===== src/rtl/act_pkg.sv =====
// Shared definitions for the activation pipeline: mode encodings, FRAC-derived
// constants for the piecewise-linear sigmoid, and a signed saturation helper.
package act_pkg;

    typedef enum logic [1:0] {
        ACT_RELU    = 2'd0,
        ACT_LEAKY   = 2'd1,
        ACT_HTANH   = 2'd2,
        ACT_SIGMOID = 2'd3
    } act_mode_e;

    function automatic int one_f(input int frac);
        return 1 << frac;
    endfunction

    // Constants and breakpoints are floor(k * 2^frac), written as exact rationals.
    function automatic int c1_f(input int frac);
        return (1 << frac) >> 1;            // 0.5
    endfunction

    function automatic int c2_f(input int frac);
        return (5 << frac) >> 3;            // 0.625
    endfunction

    function automatic int c3_f(input int frac);
        return (27 << frac) >> 5;           // 0.84375
    endfunction

    function automatic int bp_lo_f(input int frac);
        return 1 << frac;                   // 1.0
    endfunction

    function automatic int bp_mid_f(input int frac);
        return (19 << frac) >> 3;           // 2.375
    endfunction

    function automatic int bp_hi_f(input int frac);
        return 5 << frac;                   // 5.0
    endfunction

    function automatic int sat_w(input int v, input int w);
        int hi;
        int lo;
        hi = (1 << (w - 1)) - 1;
        lo = -(1 << (w - 1));
        if (v > hi) return hi;
        if (v < lo) return lo;
        return v;
    endfunction

endpackage


===== src/rtl/act_lane.sv =====
// One activation lane: stage 1 captures sign, |x| and range flags; stage 2
// selects and saturates the result for the mode travelling with the beat.
module act_lane
    import act_pkg::*;
#(
    parameter int WIDTH       = 8,
    parameter int FRAC        = 4,
    parameter int LEAKY_SHIFT = 5
) (
    input  logic             iClk,
    input  logic             iRst,
    input  logic             ld1,
    input  logic             ld2,
    input  logic [WIDTH-1:0] x,
    input  logic [1:0]       mode_s1,
    output logic [WIDTH-1:0] y
);

    localparam int ONE    = one_f(FRAC);
    localparam int C1     = c1_f(FRAC);
    localparam int C2     = c2_f(FRAC);
    localparam int C3     = c3_f(FRAC);
    localparam int BP_LO  = bp_lo_f(FRAC);
    localparam int BP_MID = bp_mid_f(FRAC);
    localparam int BP_HI  = bp_hi_f(FRAC);
    localparam int MAXP   = (1 << (WIDTH - 1)) - 1;

    logic signed [WIDTH:0]   xe;
    logic signed [WIDTH:0]   abs_e;
    logic        [WIDTH-1:0] a_n;

    always_comb begin
        xe    = {x[WIDTH-1], x};
        abs_e = x[WIDTH-1] ? -xe : xe;
        // Only the most-negative input overflows the positive range.
        a_n   = (abs_e > (WIDTH+1)'(MAXP)) ? WIDTH'(MAXP) : abs_e[WIDTH-1:0];
    end

    logic                    s1_neg;
    logic        [WIDTH-1:0] s1_a;
    logic signed [WIDTH-1:0] s1_x;
    logic                    s1_ge_lo, s1_ge_mid, s1_ge_hi;
    logic                    s1_gt_one, s1_lt_mone;

    // NOTE: datapath registers carry no reset; the valid bits in the top level
    // decide whether their contents mean anything, which keeps the reset tree small.
    always_ff @(posedge iClk) begin
        if (ld1) begin
            s1_neg     <= x[WIDTH-1];
            s1_a       <= a_n;
            s1_x       <= x;
            s1_ge_lo   <= int'(a_n) >= BP_LO;
            s1_ge_mid  <= int'(a_n) >= BP_MID;
            s1_ge_hi   <= int'(a_n) >= BP_HI;
            s1_gt_one  <= xe > (WIDTH+1)'(ONE);
            s1_lt_mone <= xe < -((WIDTH+1)'(ONE));
        end
    end

    int                xi;
    int                ai;
    int                f;
    int                r;
    logic [WIDTH-1:0]  y_n;

    always_comb begin
        xi = int'(s1_x);
        ai = int'(s1_a);
        f  = 0;
        r  = xi;
        case (act_mode_e'(mode_s1))
            ACT_RELU:  r = s1_neg ? 0 : xi;
            ACT_LEAKY: r = s1_neg ? (xi >>> LEAKY_SHIFT) : xi;
            ACT_HTANH: r = s1_gt_one ? ONE : (s1_lt_mone ? -ONE : xi);
            ACT_SIGMOID: begin
                if (s1_ge_hi)       f = ONE;
                else if (s1_ge_mid) f = (ai >> 5) + C3;
                else if (s1_ge_lo)  f = (ai >> 3) + C2;
                else                f = (ai >> 2) + C1;
                r = s1_neg ? (ONE - f) : f;
                r = (r < 0) ? 0 : ((r > ONE) ? ONE : r);
            end
            default: r = xi;
        endcase
        y_n = WIDTH'(sat_w(r, WIDTH));
    end

    // The output register is reset because out_data must read zero until the
    // first delivered beat.
    always_ff @(posedge iClk) begin
        if (!iRst)    y <= '0;
        else if (ld2) y <= y_n;
    end

endmodule


===== src/rtl/act_func_pipe.sv =====
// Multi-lane activation unit: two-stage pipeline with valid/ready stall control,
// per-beat mode carried alongside the data.
module act_func_pipe
    import act_pkg::*;
#(
    parameter int WIDTH       = 8,
    parameter int FRAC        = 4,
    parameter int LANES       = 4,
    parameter int LEAKY_SHIFT = 5
) (
    input  logic                   iClk,
    input  logic                   iRst,
    input  logic                   in_valid,
    output logic                   in_ready,
    input  logic [1:0]             in_mode,
    input  logic [LANES*WIDTH-1:0] in_data,
    output logic                   out_valid,
    input  logic                   out_ready,
    output logic [LANES*WIDTH-1:0] out_data,
    output logic [1:0]             out_mode
);

    logic       s1_valid;
    logic [1:0] s1_mode;
    logic       adv1, adv2, ld1, ld2;

    assign adv2     = !out_valid || out_ready;
    assign adv1     = !s1_valid || adv2;
    assign in_ready = adv1 || !iRst;
    assign ld1      = in_valid && adv1;
    // NOTE: stage 2 loads only real beats, so the unreset stage-1 contents never
    // reach out_data while no beat has been delivered.
    assign ld2      = s1_valid && adv2;

    always_ff @(posedge iClk) begin
        if (!iRst) begin
            s1_valid  <= 1'b0;
            out_valid <= 1'b0;
            out_mode  <= 2'd0;
        end else begin
            if (adv1) s1_valid  <= in_valid;
            if (adv2) out_valid <= s1_valid;
            if (ld2)  out_mode  <= s1_mode;
        end
    end

    always_ff @(posedge iClk) begin
        if (ld1) s1_mode <= in_mode;
    end

    for (genvar g = 0; g < LANES; g++) begin : g_lane
        act_lane #(
            .WIDTH      (WIDTH),
            .FRAC       (FRAC),
            .LEAKY_SHIFT(LEAKY_SHIFT)
        ) u_lane (
            .iClk   (iClk),
            .iRst   (iRst),
            .ld1    (ld1),
            .ld2    (ld2),
            .x      (in_data[g*WIDTH +: WIDTH]),
            .mode_s1(s1_mode),
            .y      (out_data[g*WIDTH +: WIDTH])
        );
    end

endmodule

===== config.mk =====
export PLATFORM = sky130hd
export DESIGN_NAME = act_func_pipe
export DESIGN_NICKNAME = d
export VERILOG_FILES = /design/src/rtl/act_pkg.sv /design/src/rtl/act_lane.sv /design/src/rtl/act_func_pipe.sv
export SDC_FILE = /design/constraint.sdc
export NUM_CORES = 1
export LEC_CHECK = 0
export BUFFER_PORTS_ARGS = -buffer_cell sky130_fd_sc_hd__buf_4
export CAP_MARGIN = 20
export CORE_MARGIN = 5
export CORE_UTILIZATION = 64
export DETAILED_ROUTE_END_ITERATION = 10
export PLACE_DENSITY = 0.93
export SYNTH_ARGS = -nofsm -noshare
export SYNTH_HDL_FRONTEND = slang
export SYNTH_SLANG_ARGS = --single-unit

===== constraint.sdc =====
create_clock -name iClk -period 12.5 [get_ports iClk]
set_input_delay 2.5 -clock iClk [delete_from_list [all_inputs] [get_ports iClk]]
set_output_delay 2.5 -clock iClk [all_outputs]
set_load 0.01 [all_outputs]

==> results.md, run 1 <==
- Via Count: 7112
- Status: completed
- NetSw: 0.000321 W
- Vias per cell: 6.50
- Post-placement cell count: 1061
- Most used DFF post-synth: edfxtp_1
- Slew at the pin closest to its max-slew limit: 1.05 ns
- Post-Route WL: 18.9 mm
- Die W: 119 µm
- Sequential element share of the synthesized area: 40.1%
- Layout cells sized above 1: 12.4%
- Buffers on Ports: 73
- Longest Clk Path Bufs: 2
- Grt ovf: 0
- Period utilization: 47.1%
- FF+latch count, synth: 114
- Commonest non-fill, non-tap cell in the layout: nand2_1
- Core ar.: 11600 µm²
- Most frequent cells in the layout: 109 x nand2_1, 86 x a21oi_1, 78 x edfxtp_1, 75 x buf_4, 56 x nor2_1
- Drc violations: 0
- Post-DP HPWL: 12.7 mm
- Hold crit path type: flip-flop to flip-flop
- Final Instance Area: 8800 µm²
- Layout area overhead: 15.3%
- WHS: 0.493 ns
- Hold Vio Cnt, Final: 0
- CTS root buffer: clkbuf_16
- P per Cell Area: 130 nW/µm²
- CP startpoint kind: primary input
- Placed instance area: 8200 µm²
- GRT Overall Usage: 26.3%
- Initial antenna violation count: 0
- Post-CTS Hold Buffers: 0
- Mapped cell area: 7630 µm²
- Leakage: 3.42 nW
- Worst-path maximum fanout: 6
- Global-route wire length before repair: 30.6 mm
- Syn Inst Count: 893
- Clock sink count: 114
- Total Neg Setup Slack: 0 ns
- Drt first-iter violations: 969
- Place WS: 6.60 ns
- GPL Wtd Cong: 0.937
- Worst EP required: 10.00 ns
- Critical Path AT: 3.39 ns
- Reg2reg end: g_lane[2].u_lane.y[3]
- Fin crit period: 5.89 ns
- Clk pwr share: 41.0%
- Buffers plus inverters on the worst setup path: 2
- TritonCTS clock tree: yes
- Max cap viols: 0
- Setup crit end kind: primary output
- Clk slew on worst S/H paths: 0.05 ns
- Unrepaired setup endpoints after global routing: no
- Post_cts resized: 0
- CP Capture Point: in_ready
- Vias in the first global route: 6314
- Skew final: 0.00620 ns
- Final ANT Viol Nets: 0
- Async S/R FF share, synth: 0%
- Final setup viols: 0
- CP top delay family: simple AND/OR/NAND/NOR gates
- Crit path depth: 4
- Worst relative slew slack: 30.1%
- Die H: 119 µm
- Ant. Diodes: 0
- Syn avg cell area: 8.55 µm²
- Yosys warnings: 0
- Wirelength per Cell: 17.3 µm
- Crit path kind: primary input to primary output
- Die area: 14200 µm²
- Final WS setup: 6.61 ns
- Register share of total power: 40.4%
- Pint: 0.000825 W
- CP Cell Sequence: buf_4 > nor2b_1 > nand3_1 > buf_4
- Switching share of power: 28.0%
- Final Max Tran Viols: 0
- Worst-Skew Late Latency: 0.42 ns
- Max stage delay on crit path: 0.47 ns
- R2R cell count: 13
- Num CTS Buffers: 17
- Combinational power share: 18.6%
- FP Rows: 39
- Post-synth EDFFs: 78
- Most used cell along the critical path: buf_4
- Fmax: 170 MHz
- Largest net degree at the start of global routing: 79
- Worst path slowest cell: nor2b_1
- Worst IR Drop VDD: 82.3 µV
- I/O pins: 74
- Htree depth: 4
- Final cell count without fillers: 1094
- Flop2flop setup slack: 8.83 ns
- Worst hold stages: 2
- Initial Util: 66.0%
- Reg2reg start: g_lane[2].u_lane.s1_ge_lo
- Post-CTS Setup Inserts: 0
- Origin of the worst setup path: out_ready
- Netlist cell types: 75
- Nets: 1004
- First-pass DRT Iterations: 6
[worst min-delay path by stage]
stage | endpoint | slack, ns | start
2_1_floorplan | g_lane[0].u_lane.y[4] | 0.48 | g_lane[0].u_lane.y[4]
3_3_place_gp | out_mode[1] | 0.45 | out_mode[1]
3_5_place_dp | g_lane[0].u_lane.y[4] | 0.48 | g_lane[0].u_lane.y[4]
4_1_cts | g_lane[0].u_lane.y[4] | 0.49 | g_lane[0].u_lane.y[4]
5_1_grt | g_lane[0].u_lane.y[4] | 0.52 | g_lane[0].u_lane.y[4]
6_report | g_lane[0].u_lane.y[4] | 0.49 | g_lane[0].u_lane.y[4]
[routing by layer]
layer / track usage, % / part of all wire (%) / vias up
met1: 33.3 / 40 / 3290
met2: 43.0 / 49 / 360
met3: 6.49 / 8.4 / 72
met5: 0 / 0 / -
met4: 11.2 / 3.2 / 0
li1: - / - / 3390
[metrics by stage]
step	power, W	util, %
2_1_floorplan	0.000613	-
3_3_place_gp	0.000664	70.9
3_5_place_dp	0.000674	70.9
4_1_cts	0.00114	76.0
5_1_grt	0.00120	76.1
6_report	0.00115	76.1
[state kept, by name (all words and copies together), names as in the netlist]
name                      count
g_lane.u_lane.s1_ge_hi        4
g_lane.u_lane.s1_lt_mone      4
g_lane.u_lane.s1_a           24
s1_mode                       2
g_lane.u_lane.s1_gt_one       4
s1_valid                      1
g_lane.u_lane.y              32
g_lane.u_lane.s1_ge_mid       4
out_mode                      2
g_lane.u_lane.s1_x           32
out_valid                     1
g_lane.u_lane.s1_ge_lo        4
[synthesized netlist by cell type, drive strengths merged (4+ instances only)]
cell type	n	area [µm²]
mux2i	4	40.0
inv	42	158
mux2	8	93.8
clkbuf	47	176
nand2	109	409
ha	28	350
nor3b	7	52.6
o22ai	7	43.8
nand2b	17	106
o2bb2ai	5	43.8
a31oi	15	93.8
buf	6	32.5
nand4	5	31.3
o21ai	65	348
nand3b	6	45.0
a21oi	86	430
nor4	4	25.0
xnor2	15	131
nor2	56	210
and3	6	37.5
a21o	4	30.0
nor3	32	160
a21boi	6	45.0
dfxtp	36	721
a211oi	24	180
and2	11	68.8
or3b	4	35.0
o21a	6	45.0
o311ai	6	60.1
o211ai	28	210
o211a	6	60.1
or3	11	68.8
nor2b	27	169
nand3	22	110
xor2	7	61.3
o31ai	6	50.1
edfxtp	78	2340
[worst reg2reg max path, stage by stage (launching register included)]
cell	delay (ns)
edfxtp_1	0.53
mux2_1	0.37
o211ai_1	0.35
ha_1	0.32
o311ai_1	0.24
a21oi_1	0.22
ha_1	0.24
nand2b_1	0.16
nand2_1	0.09
nand3_1	0.08
nor4_1	0.21
a211oi_1	0.14
or4b_1	0.50
a21oi_1	0.16
[kinds of logic (layout without fill, tap and decap cells)]
group                    Yosys count  after routing  share of synthesized area (%)
AO/OA/AOI/OAI                    294            294                           25.1
XOR/XNOR                          22             22                           2.52
adder cells (fa/ha/maj)           28             28                           4.59
buffers and inverters             96            151                           4.85
flip-flops                       114            114                           40.1
multiplexers                      12             12                           1.75
other                              1              4                         0.0491
AND/OR/NAND/NOR                  326            326                           21.0
[layout make-up]
| type | instances | area [µm²] |
|---|---|---|
| Timing Repair Buffer | 76 | 578 |
| Multi-Input combinational cell | 686 | 4230 |
| Clock buffer | 25 | 551 |
| Tap cell | 143 | 179 |
| Fill cell | 757 | 2770 |
| Inverter | 43 | 161 |
| Clock inverter | 7 | 37.5 |
| Sequential cell | 114 | 3060 |
[power groups by stage]
stage	Sequential, W	Clock (W)	Combinational, W
global route	0.000465	0.000495	0.000235
floorplan	0.000459	0	0.000154
detailed placement	0.000468	0	0.000205
CTS	0.000462	0.000473	0.000210
global placement	0.000467	0	0.000197
finish	0.000463	0.000470	0.000213
No activity file was read; power rests on OpenSTA's default activity.
==> run 2, diff against run 1 <==
ABC_AREA = 1   (was unset)
CORE_UTILIZATION = 60   (was 64)
PLACE_DENSITY = 0.89   (was 0.93)
clock period = 5.75 ns   (was 12.5 ns; I/O delays follow)
==> run 2 against run 1 <==
Hold slack lost 0.0076 ns. Utilization shrank 5.1 points. Synthesized cell count grew 21%. Cell count grew 22%. Clock power grew 120%. Largest cell class unchanged. Die area grew 7.7%. Global-route usage shrank 1.3 points. Register-to-register slack lost 6.1 ns. Power grew 130%. Combinational power grew to 2.6 times the previous value.
==> results.md, run 2 <==
- Worst-path maximum fanout: 5
- Hold Crit Start: s1_valid
- Hold Vio Cnt, Final: 0
- Drt first-iter violations: 694
- Layout cells sized above 1: 14.2%
- Worst IR Drop VDD: 204 µV
- FF+latch count, synth: 114
- Vias per cell: 5.57
- Netlist cell types: 46
- Syn Inst Count: 1082
- Post_cts resized: 0
- Die area: 15300 µm²
- Clock sink count: 114
- Initial antenna violation count: 0
- Total Neg Setup Slack: 0 ns
- Synth area leader: edfxtp_1
- Synth top area share: 30.2%
- Status: completed
- Post-CTS Hold Buffers: 0
- WHS: 0.486 ns
- Yosys warnings: 0
- Via Count: 7446
- Post-DP HPWL: 13.3 mm
- Longest Clk Path Bufs: 2
- P per Cell Area: 287 nW/µm²
- Period utilization: 52.6%
- I/O pins: 74
- Nets: 1218
- Worst relative slew slack: 26.6%
- Fmax: 331 MHz
- Clk slew on worst S/H paths: 0.06 ns
- Top cells by count, synth: 302 x nand2_1, 133 x inv_1, 96 x nor2_1
- Post-Route WL: 18.6 mm
- Top-count cell post-synth: nand2_1
- Skew final: 0.00808 ns
- Critical Path AT: 3.37 ns
- Post-synth EDFFs: 78
- TritonCTS clock tree: yes
- Reg2reg start: g_lane[0].u_lane.s1_a[6]
- Worst-Skew Late Latency: 0.42 ns
- Most frequent cells in the layout: 302 x nand2_1, 132 x inv_1, 95 x nor2_1, 92 x o21ai_0, 78 x edfxtp_1
- Leakage: 4.28 nW
- Worst EP required: 6.10 ns
- Die W: 124 µm
- Ant. Diodes: 0
- Final WS setup: 2.73 ns
- Setup crit end kind: flip-flop
- Vias in the first global route: 6662
- Place WS: 2.63 ns
- Most used DFF post-synth: edfxtp_1
- Final Max Tran Viols: 0
- GPL Wtd Cong: 0.904
- Slew at the pin closest to its max-slew limit: 1.10 ns
- FP Rows: 41
- CTS root buffer: clkbuf_16
- Unrepaired setup endpoints after global routing: no
- Sequential element share of the synthesized area: 39.5%
- Crit path kind: flip-flop to flip-flop
- Wirelength per Cell: 13.9 µm
- Dominant cells by area after synthesis: edfxtp_1 30%, nand2_1 15%, dfxtp_1 9.3%
- Final setup viols: 0
- Htree depth: 4
- Final ANT Viol Nets: 0
- Global-route wire length before repair: 30.2 mm
- Fill cells: 1023
- Grt ovf: 0
- Fin crit period: 3.02 ns
- Largest regs: g_lane.u_lane.s1_x x32, g_lane.u_lane.y x32, g_lane.u_lane.s1_a x24
- Buffers on Ports: 73
- Origin of the worst setup path: g_lane[0].u_lane.s1_a[6]
- Num CTS Buffers: 17
- CP startpoint kind: flip-flop
- Post-CTS Setup Inserts: 0
- Initial Util: 61.2%
- Mapped cell area: 7760 µm²
- Async S/R FF share, synth: 0%
- Hold crit path type: flip-flop to flip-flop
- Max cap viols: 0
- Syn avg cell area: 7.17 µm²
- First-pass DRT Iterations: 6
- Largest net degree at the start of global routing: 42
- Layout area overhead: 16.0%
- GRT Overall Usage: 24.9%
- Core ar.: 12700 µm²
- Commonest non-fill, non-tap cell in the layout: nand2_1
- Die H: 124 µm
- Drc violations: 0
[run 2: changes by cell type after synthesis, moves of 26 or more]
cell and change:
clkbuf_1 -31, nand3_1 +31, nand2_1 +193, o21ai_0 +39, o211ai_1 -26, nor2_1 +40, inv_1 +91, nor2b_1 -27
[run 2: logic make-up after synthesis]
kind of cell	share of synthesized area, %
AND/OR/NAND/NOR	30.1
AO/OA/AOI/OAI	15.1
buffers and inverters	8.71
flip-flops	39.5
adder cells (fa/ha/maj)	4.52
XOR/XNOR	2.03
other	0.0483
[run 2: area by class of cell]
cell class                 count  area [µm²]  area share, %
tap                          172         215           2.39
timing repair buffer          75         563           6.26
clock inverter                12         100           1.11
inverter                     145         547           6.08
sequential                   114        3060           34.0
clock buffer                  20         479           5.32
multi-input combinational    799        4030           44.8
[run 2: report_power, final]
part / leakage, nW / switching, W / internal [W]
clock: 0.291 / 0.000377 / 0.000642
combinational: 2.93 / 0.000355 / 0.000206
sequential: 1.05 / 0.0000591 / 0.000946
total: 4.28 / 0.000791 / 0.00179
[run 2: worst max-delay path: stages (launching register included)]
cell and delay, ns:
edfxtp_1 0.44, inv_1 0.16, ha_1 0.26, a21oi_1 0.20
nand2_2 0.09, ha_1 0.20, inv_1 0.08, a21oi_1 0.04
nand2_1 0.09, a21oi_1 0.07, ha_1 0.28, o21ai_0 0.23
nand2_1 0.09, a21oi_1 0.28, nand4_1 0.14, nand2_1 0.10
nand2_1 0.07, a21oi_2 0.12
[run 2: layer usage]
layer | vias up | global-route usage, % | part of all wire [%]
met5 | - | 0 | 0
met4 | 0 | 12.0 | 3.2
met3 | 58 | 4.86 | 7.3
met2 | 296 | 40.8 | 47
met1 | 3353 | 31.8 | 42
li1 | 3739 | - | -
[run 2: through the flow]
step	area, µm²	util (%)	power, W	instances
after floorplan	7770	-	0.00141	1085
after global placement	8420	66.5	0.00155	1305
after detailed placement	8420	66.5	0.00157	1305
after CTS	9000	71.0	0.00259	1337
after global routing	9000	71.0	0.00272	1337
final	9000	71.0	0.00259	1337
[run 2: worst paths after layout]
kind | to | slack, ns | cells past startpoint
worst max-delay path | g_lane[0].u_lane.y[3] | 2.73 | 17
worst min-delay path | out_valid | 0.49 | 2
worst min register to register | out_valid | 0.49 | 2
worst max register to register | g_lane[0].u_lane.y[3] | 2.73 | 17
==> run 3, diff against run 2 <==
CORE_UTILIZATION = 55   (was 60)
PLACE_DENSITY = 0.86   (was 0.89)
clock period = 2.5 ns   (was 5.75 ns; I/O delays follow)
==> run 3 against run 2 <==
The flow now finishes with violations (setup timing). Largest power group unchanged. Largest cell class unchanged. Critical path depth unchanged. Clock-buffer cell count increased by 1. Maximum frequency rose by 4.2%.
==> results.md, run 3 (same netlist as run 2, synthesis figures left out) <==
- Post-Route WL: 22.0 mm
- Global-route wire length before repair: 34.3 mm
- Largest regs: g_lane.u_lane.s1_x x32, g_lane.u_lane.y x32, g_lane.u_lane.s1_a x24
- Worst EP required: 2.85 ns
- Hold Vio Cnt, Final: 0
- Hold crit path type: primary input to flip-flop
- Final Instance Area: 10300 µm²
- Final WS setup: -0.401 ns
- Post-placement cell count: 1378
- Fmax: 345 MHz
- P per Cell Area: 635 nW/µm²
- Worst-Skew Late Latency: 0.42 ns
- Drc violations: 0
- Initial Util: 55.9%
- Worst IR Drop VDD: 615 µV
- First-pass DRT Iterations: 6
- Die W: 129 µm
- Buffers plus inverters on the worst setup path: 2
- Largest net degree at the start of global routing: 35
- Unrepaired setup endpoints after global routing: yes
- TritonCTS clock tree: yes
- Slew at the pin closest to its max-slew limit: 0.601 ns
- Layout cells sized above 1: 26.1%
- Most used cell along the critical path: nand2_1
- Ant. Diodes: 0
- Post-DP HPWL: 14.2 mm
- Placed instance area: 8980 µm²
- Most frequent cells in the layout: 290 x nand2_1, 172 x buf_4, 124 x inv_1, 94 x nor2_1, 88 x o21ai_0
- Final setup viols: 17
- I/O pins: 74
- Final Max Tran Viols: 0
- Worst-path maximum fanout: 4
- Nets: 1324
- FP Rows: 43
- Fin crit period: 2.90 ns
- Worst path slowest cell: edfxtp_1
- Clk slew on worst S/H paths: 0.05 ns
- Buffers on Ports: 73
- Final ANT Viol Nets: 0
- Commonest non-fill, non-tap cell in the layout: nand2_1
- Final cell count without fillers: 1451
- Initial antenna violation count: 0
- CP startpoint kind: flip-flop
- Vias in the first global route: 7559
- Status: complete, but fails checks
- Total Neg Setup Slack: -2.70 ns
- WHS: 0.259 ns
- Htree depth: 4
- Num CTS Buffers: 17
- Layout area overhead: 32.8%
- Total power: 0.00655 W
- CP top delay family: simple AND/OR/NAND/NOR gates
- Die H: 129 µm
- Core ar.: 13900 µm²
- Die area: 16600 µm²
- Skew final: 0.00780 ns
- Drt first-iter violations: 765
- Crit path kind: flip-flop to flip-flop
- GRT Overall Usage: 25.3%
- Max stage delay on crit path: 0.46 ns
- Max cap viols: 0
- Worst relative slew slack: 59.6%
- Grt ovf: 0
- Wirelength per Cell: 15.2 µm
- CP Cell Sequence: ha_2 > inv_1 > ha_4 > nand2_2 > a31oi_4 > nand2_2 > a21oi_2 > ha_1 > nand2_1 > o21ai_1 > nor2_1 > nand4_1 > inv_2 > nand4_1 > nand2_1 > nand2_1 > a21oi_2
- CTS root buffer: clkbuf_16
- Post-CTS Hold Buffers: 0
- Leakage: 4.82 nW
- Clock sink count: 114
- Critical Path AT: 3.25 ns
- Via Count: 8110
- Setup crit end kind: flip-flop
- GPL Wtd Cong: 0.932
- Failing checks: setup timing
- Vias per cell: 5.59
- Longest Clk Path Bufs: 2
- Period utilization: 116%
- Flop2flop setup slack: -0.40 ns
## run 3: cell count changes in the layout (fill, tap and decap cells not counted), moves of 12 or more
| cell | delta |
|---|---|
| buf_4 | +97 |
| ha_1 | -20 |
| ha_4 | +13 |
| nand2_1 | -12 |
| a21oi_1 | -14 |
## run 3: worst paths after layout
kind                             from                    end  cells past startpoint
max          g_lane[1].u_lane.s1_a[5]  g_lane[1].u_lane.y[1]                     17
min                        in_mode[1]             s1_mode[1]                      1
max reg2reg  g_lane[1].u_lane.s1_a[5]  g_lane[1].u_lane.y[1]                     17
min reg2reg                  s1_valid              out_valid                      2
## run 3: layout make-up
cell class	count	area, µm²
multi-input combinational	799	4450
sequential	114	3060
timing repair buffer	181	1420
inverter	145	553
clock buffer	21	450
fill	951	3580
tap	180	225
clock inverter	11	138
## run 3: per-layer routing
metal  vias up  share of wire [%]  track usage, %
met5         -                  0               0
met4         0                3.1            9.82
met3        74                7.8            3.82
met2       409                 50            44.7
met1      3677                 39            31.0
li1       3950                  -               -
## run 3: repair_timing
item                                   in CTS  in global routing
setup endpoints to repair                  19                 20
setup buffers                              25                 18
pin swaps                                  32                 70
gates resized for setup                    39                 55
endpoints found under the hold margin       0                  0
## run 3: metrics by stage
stage	setup WS, ns	util [%]
after floorplan	0.000113	-
after global placement	-0.0612	64.7
after detailed placement	-0.206	64.7
after CTS	-0.108	71.5
after global routing	-0.523	74.2
final	-0.401	74.2
## run 3: report_power, final
group / switching [W] / internal [W]
clock network: 0.000828 / 0.00158
logic: 0.00105 / 0.000795
registers: 0.000121 / 0.00218
total: 0.00200 / 0.00455
